===== src/rtl/active_vertex_issue_if.sv =====
// Bitmap read bus and active-vertex issue stream of the vertex issue stage.
// master = issue stage, slave = bitmap memory / offset-read stage.
interface active_vertex_issue_if #(
    parameter int V_ID_WIDTH = 20,
    parameter int BMP_AWIDTH = 10
);
    logic                  bitmap_rd_en;
    logic [BMP_AWIDTH-1:0] bitmap_rd_addr;
    logic [31:0]           bitmap_rd_data;
    logic [V_ID_WIDTH-1:0] active_v_id;
    logic                  active_v_valid;
    logic                  next_stage_full;

    modport master (
        output bitmap_rd_en,
        output bitmap_rd_addr,
        input  bitmap_rd_data,
        output active_v_id,
        output active_v_valid,
        input  next_stage_full
    );

    modport slave (
        input  bitmap_rd_en,
        input  bitmap_rd_addr,
        output bitmap_rd_data,
        input  active_v_id,
        input  active_v_valid,
        output next_stage_full
    );
endinterface


===== src/rtl/active_vertex_issue.sv =====
// Scans the active-vertex bitmap of one iteration and issues one vertex id per cycle.
// Optional issued-id counter output enabled by macro ACTIVE_ISSUE_COUNT_EN.
module active_vertex_issue #(
    parameter int V_ID_WIDTH      = 20,
    parameter int ITERATION_WIDTH = 8,
    parameter int CORE_NUM_WIDTH  = 5,
    parameter int CORE_ID         = 0,
    parameter int BMP_AWIDTH      = 10
) (
    input  logic                       clk,
    input  logic                       rst,
    input  logic                       start,
    input  logic [ITERATION_WIDTH-1:0] start_iteration_id,
    input  logic [BMP_AWIDTH:0]        word_count,
    active_vertex_issue_if.master      bus,
    output logic                       iteration_end,
    output logic                       iteration_end_valid,
    output logic [ITERATION_WIDTH-1:0] iteration_id,
    output logic                       busy
`ifdef ACTIVE_ISSUE_COUNT_EN
    ,
    output logic [V_ID_WIDTH-1:0]      issued_count
`endif
);

    localparam int IW    = BMP_AWIDTH + 1;
    localparam int RAW_W = BMP_AWIDTH + 5 + CORE_NUM_WIDTH;

    typedef enum logic [2:0] {
        IDLE,
        FETCH,
        WAIT,
        SCAN,
        END
    } state_t;

    state_t state, state_n;

    logic [IW-1:0]         idx, idx_n, idx_inc;
    logic [IW-1:0]         wcnt, wcnt_n;
    logic [31:0]           word, word_n;
    logic [4:0]            bit_sel;
    logic                  issue;
    logic                  accept;
    logic [RAW_W-1:0]      raw_id;
    logic [V_ID_WIDTH-1:0] v_id_n;

    // lowest set bit of the working word
    always_comb begin
        bit_sel = '0;
        for (int i = 31; i >= 0; i--) begin
            if (word[i]) bit_sel = 5'(i);
        end
    end

    assign idx_inc = idx + IW'(1);
    assign raw_id  = {idx[BMP_AWIDTH-1:0], bit_sel,
                      CORE_NUM_WIDTH'(CORE_ID)};
    assign v_id_n  = V_ID_WIDTH'(raw_id);

    always_comb begin
        state_n = state;
        idx_n   = idx;
        wcnt_n  = wcnt;
        word_n  = word;
        issue   = 1'b0;
        accept  = 1'b0;
        unique case (state)
            IDLE: begin
                if (start) begin
                    accept  = 1'b1;
                    wcnt_n  = word_count;
                    idx_n   = '0;
                    state_n = (word_count == '0) ? END : FETCH;
                end
            end
            FETCH: state_n = WAIT;
            WAIT: begin
                word_n  = bus.bitmap_rd_data;
                state_n = SCAN;
            end
            SCAN: begin
                if (word == '0) begin
                    idx_n   = idx_inc;
                    state_n = (idx_inc < wcnt) ? FETCH : END;
                end else if (!bus.next_stage_full) begin
                    issue  = 1'b1;
                    word_n = word & (word - 32'd1);
                end
            end
            END:     state_n = IDLE;
            default: state_n = IDLE;
        endcase
    end

    always_ff @(posedge clk) begin
        if (!rst) begin
            state <= IDLE;
            idx   <= '0;
            wcnt  <= '0;
            word  <= '0;
        end else begin
            state <= state_n;
            idx   <= idx_n;
            wcnt  <= wcnt_n;
            word  <= word_n;
        end
    end

    // read strobe leads the WAIT capture by exactly one cycle
    always_ff @(posedge clk) begin
        if (!rst) begin
            bus.bitmap_rd_en    <= 1'b0;
            bus.bitmap_rd_addr  <= '0;
            bus.active_v_valid  <= 1'b0;
            bus.active_v_id     <= '0;
            iteration_end       <= 1'b0;
            iteration_end_valid <= 1'b0;
            iteration_id        <= '0;
            busy                <= 1'b0;
        end else begin
            bus.bitmap_rd_en    <= (state_n == FETCH);
            if (state_n == FETCH)
                bus.bitmap_rd_addr <= idx_n[BMP_AWIDTH-1:0];
            bus.active_v_valid  <= issue;
            if (issue)
                bus.active_v_id <= v_id_n;
            iteration_end       <= (state == END);
            iteration_end_valid <= (state == END);
            if (accept)
                iteration_id <= start_iteration_id;
            busy                <= (state_n != IDLE);
        end
    end

`ifdef ACTIVE_ISSUE_COUNT_EN
    always_ff @(posedge clk) begin
        if (!rst)
            issued_count <= '0;
        else if (accept)
            issued_count <= '0;
        else if (issue)
            issued_count <= issued_count + V_ID_WIDTH'(1);
    end
`endif

endmodule


===== src/flat_wrapper.sv =====
// flat-port wrapper written by rule: the top's interface ports become plain ports
module active_vertex_issue_flat 
#(
    parameter int V_ID_WIDTH      = 20,
    parameter int ITERATION_WIDTH = 8,
    parameter int CORE_NUM_WIDTH  = 5,
    parameter int CORE_ID         = 0,
    parameter int BMP_AWIDTH      = 10
)
  (clk, rst, start, start_iteration_id, word_count, iteration_end, iteration_end_valid, iteration_id, busy, bus_bitmap_rd_en, bus_bitmap_rd_addr, bus_bitmap_rd_data, bus_active_v_id, bus_active_v_valid, bus_next_stage_full);
  active_vertex_issue_if #(.V_ID_WIDTH(V_ID_WIDTH), .BMP_AWIDTH(BMP_AWIDTH)) bus_i ();
  input  logic clk;
  input  logic rst;
  input  logic start;
  input  logic [ITERATION_WIDTH-1:0] start_iteration_id;
  input  logic [BMP_AWIDTH:0] word_count;
  output logic iteration_end;
  output logic iteration_end_valid;
  output logic [ITERATION_WIDTH-1:0] iteration_id;
  output logic busy;
  output wire logic [$bits(bus_i.bitmap_rd_en)-1:0] bus_bitmap_rd_en;
  output wire logic [$bits(bus_i.bitmap_rd_addr)-1:0] bus_bitmap_rd_addr;
  input wire logic [$bits(bus_i.bitmap_rd_data)-1:0] bus_bitmap_rd_data;
  output wire logic [$bits(bus_i.active_v_id)-1:0] bus_active_v_id;
  output wire logic [$bits(bus_i.active_v_valid)-1:0] bus_active_v_valid;
  input wire logic [$bits(bus_i.next_stage_full)-1:0] bus_next_stage_full;
  assign bus_bitmap_rd_en = bus_i.bitmap_rd_en;
  assign bus_bitmap_rd_addr = bus_i.bitmap_rd_addr;
  assign bus_i.bitmap_rd_data = bus_bitmap_rd_data;
  assign bus_active_v_id = bus_i.active_v_id;
  assign bus_active_v_valid = bus_i.active_v_valid;
  assign bus_i.next_stage_full = bus_next_stage_full;
  active_vertex_issue #(.V_ID_WIDTH(V_ID_WIDTH), .ITERATION_WIDTH(ITERATION_WIDTH), .CORE_NUM_WIDTH(CORE_NUM_WIDTH), .CORE_ID(CORE_ID), .BMP_AWIDTH(BMP_AWIDTH)) u_core (.clk(clk), .rst(rst), .start(start), .start_iteration_id(start_iteration_id), .word_count(word_count), .bus(bus_i), .iteration_end(iteration_end), .iteration_end_valid(iteration_end_valid), .iteration_id(iteration_id), .busy(busy));
endmodule

===== config.mk =====
export PLATFORM = sky130hd
export DESIGN_NAME = active_vertex_issue_flat
export DESIGN_NICKNAME = d
export VERILOG_FILES = /design/src/rtl/active_vertex_issue_if.sv /design/src/rtl/active_vertex_issue.sv /design/src/flat_wrapper.sv
export SDC_FILE = /design/constraint.sdc
export NUM_CORES = 1
export LEC_CHECK = 0
export ABC_AREA = 1
export CORE_UTILIZATION = 40
export CTS_BUF_LIST = sky130_fd_sc_hd__clkbuf_16
export DETAILED_ROUTE_END_ITERATION = 12
export GPL_TIMING_DRIVEN = 0
export HOLD_SLACK_MARGIN = 0.15
export PLACE_DENSITY = 0.72
export REMOVE_ABC_BUFFERS = 1
export SYNTH_ARGS = -nofsm -noshare
export SYNTH_HDL_FRONTEND = slang
export SYNTH_SLANG_ARGS = --single-unit

===== constraint.sdc =====
create_clock -name clk -period 7.6 [get_ports clk]
set_input_delay 1.52 -clock clk [delete_from_list [all_inputs] [get_ports clk]]
set_output_delay 1.52 -clock clk [all_outputs]
set_load 0.02 [all_outputs]

==> results.cfg <==
[cells_and_area]
final_core_util_pct = 52.4
multi_input_area_um2 = 2250
nNetsFinal = 820
final_cell_mix = inv_1 (102), dfxtp_1 (94), nor2_1 (93), clkdlybuf4s50_1 (91), nand2_1 (80)
drive_gt1_share_pct = 5.53
area_delta_synth_final_pct = 27.5
n_fill_cell = 1141
seqCellArea_um2 = 1880
n_antenna_cell = 0
final_common_cell = inv_1

[clock_network]
htree_levels = 3
ctsHoldBuffers = 0
clk_pin_slew_worst_paths_ns = 0.07
root_buffer = clkbuf_16
post_cts_buffers = 0
cts-resized-gates = 0
clock_path_buffers = 2
cts_made_buffers = 9
cts_tree = yes
clock_sinks = 94
insertion_delay_ns = 0.35

[grt]
antenna_found_initial = 0
overflow = 0
grt_pass1_wl_um = 19100
grt_use_total_pct = 20.2
grt_max_degree = 58
grt_pass1_vias = 4297

[timing]
fmax_ghz = 0.248
fin_ws_ns = 3.56
clock_skew_ns = 0.00833
setup-tns-final_ns = 0
slew_viol_final = 0
setup_viol = 0
relSlewSlack_pct = 24.7
worst_pin_slew_ns = 1.13
rsz0062_at_grt = false
hold_slack_ns = 0.469
hold_violations = 0
min_period_ns = 4.04
fin_crit_sh_pct = 53.1

[power]
powerDensity_nw_per_um2 = 250
vdd_drop_max_mv = 0.118
p_sw_share_pct = 33.2
p_seq_share_pct = 38.3
p_int_uw = 997
power.switching_uw = 497
power_leakage_nw = 2.57
pwr-share-clk_pct = 32.9
finalPower_mw = 1.49
power_frac_comb_pct = 28.8

[worst_setup_path]
critPathMaxFanout = 32
worstPathArrival_ns = 4.31
cp-start-kind = input pin
cp_data_required_time_ns = 7.88
critPathKind = input pin to register
endpoint_kind = register

[route]
drtPass1Iterations = 5
wire_per_inst_um = 13.2
final_antenna_net_count = 0
dr_wl_met2_um = 5730
wl_met1_um = 5420
drc = 0
wl_um = 11900
vias_per_cell = 5.05
via_count = 4555
dr_wl_met3_um = 655
routed.top_layer = met4
first_iter_violations = 218

[placed_design]
gp_congestion = 0.859
hpwl_um = 8430
port_buffers = 92
dp_slack_ns = 3.17

[logic_synthesis]
synth-seq-area-share_pct = 40.1
post_synth_num_cell_types = 39
ys_seq_elements = 94
synth_area_per_cell_um2 = 6.89
synthCells = 681
synth_warnings = 0
netlist_area_um2 = 4690

[die]
ios = 98
initial_utilization_pct = 41.1
core_area_um2 = 11400
num_rows = 39
die_h_um = 110
die_w_um = 110
dieArea_um2 = 12200

[outcome]
status = finished, final reports clean

[min_path]
hold_path.class = register to register

[flow_run]
drv_cap = 0
synthesized netlist by cell type:
master	instances	area share (%)
o22ai_1	4	0.53
a41oi_1	1	0.19
nand3_1	45	4.8
a21boi_0	1	0.16
xor2_1	9	1.7
or4_1	1	0.16
nand2_4	1	0.24
o21ai_0	72	7.7
a22o_1	1	0.19
nand3b_1	1	0.16
o211ai_1	3	0.48
nand2_2	1	0.13
nor2_2	3	0.40
o21a_1	5	0.80
nor4_1	4	0.53
nor3_1	10	1.1
nand4_1	2	0.27
a21oi_1	71	7.6
inv_2	5	0.40
o31ai_1	3	0.48
or2_2	4	0.53
ha_1	11	2.9
a21oi_2	2	0.37
or2_1	3	0.40
dfxtp_1	94	40
clkbuf_1	24	1.9
buf_2	3	0.32
nor2_4	4	0.96
nand2_1	80	6.4
inv_1	103	8.2
a31oi_1	4	0.53
buf_4	6	0.96
a211oi_1	1	0.16
buf_1	2	0.16
clkinv_2	1	0.11
conb_1	1	0.080
nor2_1	93	7.4
clkinv_4	1	0.19
a32o_1	1	0.21
per-stage QoR:
| step | instances | instance area, um2 |
|---|---|---|
| CTS | 902 | 5980 |
| finish | 902 | 5980 |
| floorplan | 650 | 4550 |
| global placement | 885 | 5650 |
| detailed placement | 886 | 5660 |
| global route | 902 | 5980 |
area by class of cell:
type | instances | share of cell area, %
clock buffers | 9 | 3.77
clock inverters | 7 | 1.61
inverters | 110 | 7.01
multi-input cells | 446 | 37.6
flip-flops and latches | 94 | 31.5
well taps | 143 | 2.99
repair buffers | 93 | 15.5
critical path, stage by stage:
cell	delay, ns
clkdlybuf4s50_1	0.46
nand2_1	0.49
o21a_1	0.37
o211ai_1	0.07
inv_1	0.11
nor2_1	0.85
o21ai_0	0.23
a21oi_1	0.20
sequential cells by signal, summed over array words and instances (netlist names):
name                       flops
u_core.bus.active_v_valid      1
u_core.bus.bitmap_rd_addr     10
u_core.iteration_id            8
u_core.word                   32
u_core.busy                    1
u_core.bus.active_v_id        15
u_core.iteration_end           1
u_core.bus.bitmap_rd_en        1
u_core.state                   3
u_core.idx                    11
u_core.wcnt                   11
power groups by stage:
stage / Clock (mW) / Sequential, mW / Combinational [mW]
6_report: 0.491 / 0.573 / 0.430
5_1_grt: 0.518 / 0.578 / 0.482
4_1_cts: 0.499 / 0.572 / 0.430
3_5_place_dp: 0 / 0.583 / 0.425
3_3_place_gp: 0 / 0.581 / 0.416
2_1_floorplan: 0 / 0.603 / 0.258
layer usage:
layer | global-route usage, % | vias to the layer above
met5 | 0 | -
met4 | 6.20 | 0
met3 | 4.59 | 11
met2 | 37.0 | 121
met1 | 23.2 | 2091
li1 | - | 2332
logic make-up (layout without fill, tap and decap cells):
kind of cell | count (synthesis) | in the layout | synth area share [%]
DFF | 94 | 94 | 40.1
AOI/OAI and AO/OA | 169 | 169 | 19.4
other | 1 | 5 | 0.0800
and+or+nand+nor | 252 | 252 | 23.5
buffers and inverters | 145 | 219 | 12.3
adders and majority gates | 11 | 11 | 2.93
xor gates and xnor gates | 9 | 9 | 1.68
path summary, 6_finish.rpt:
check	startpoint	endpoint	slack (ns)	cells after the start
max	start	u_core.bus.bitmap_rd_addr[0]	3.56	8
min	u_core.wcnt[8]	u_core.wcnt[8]	0.47	2
max reg2reg	u_core.idx[0]	u_core.bus.bitmap_rd_addr[0]	3.63	17
min reg2reg	u_core.wcnt[8]	u_core.wcnt[8]	0.47	2
(Power assumes the default switching activity.)
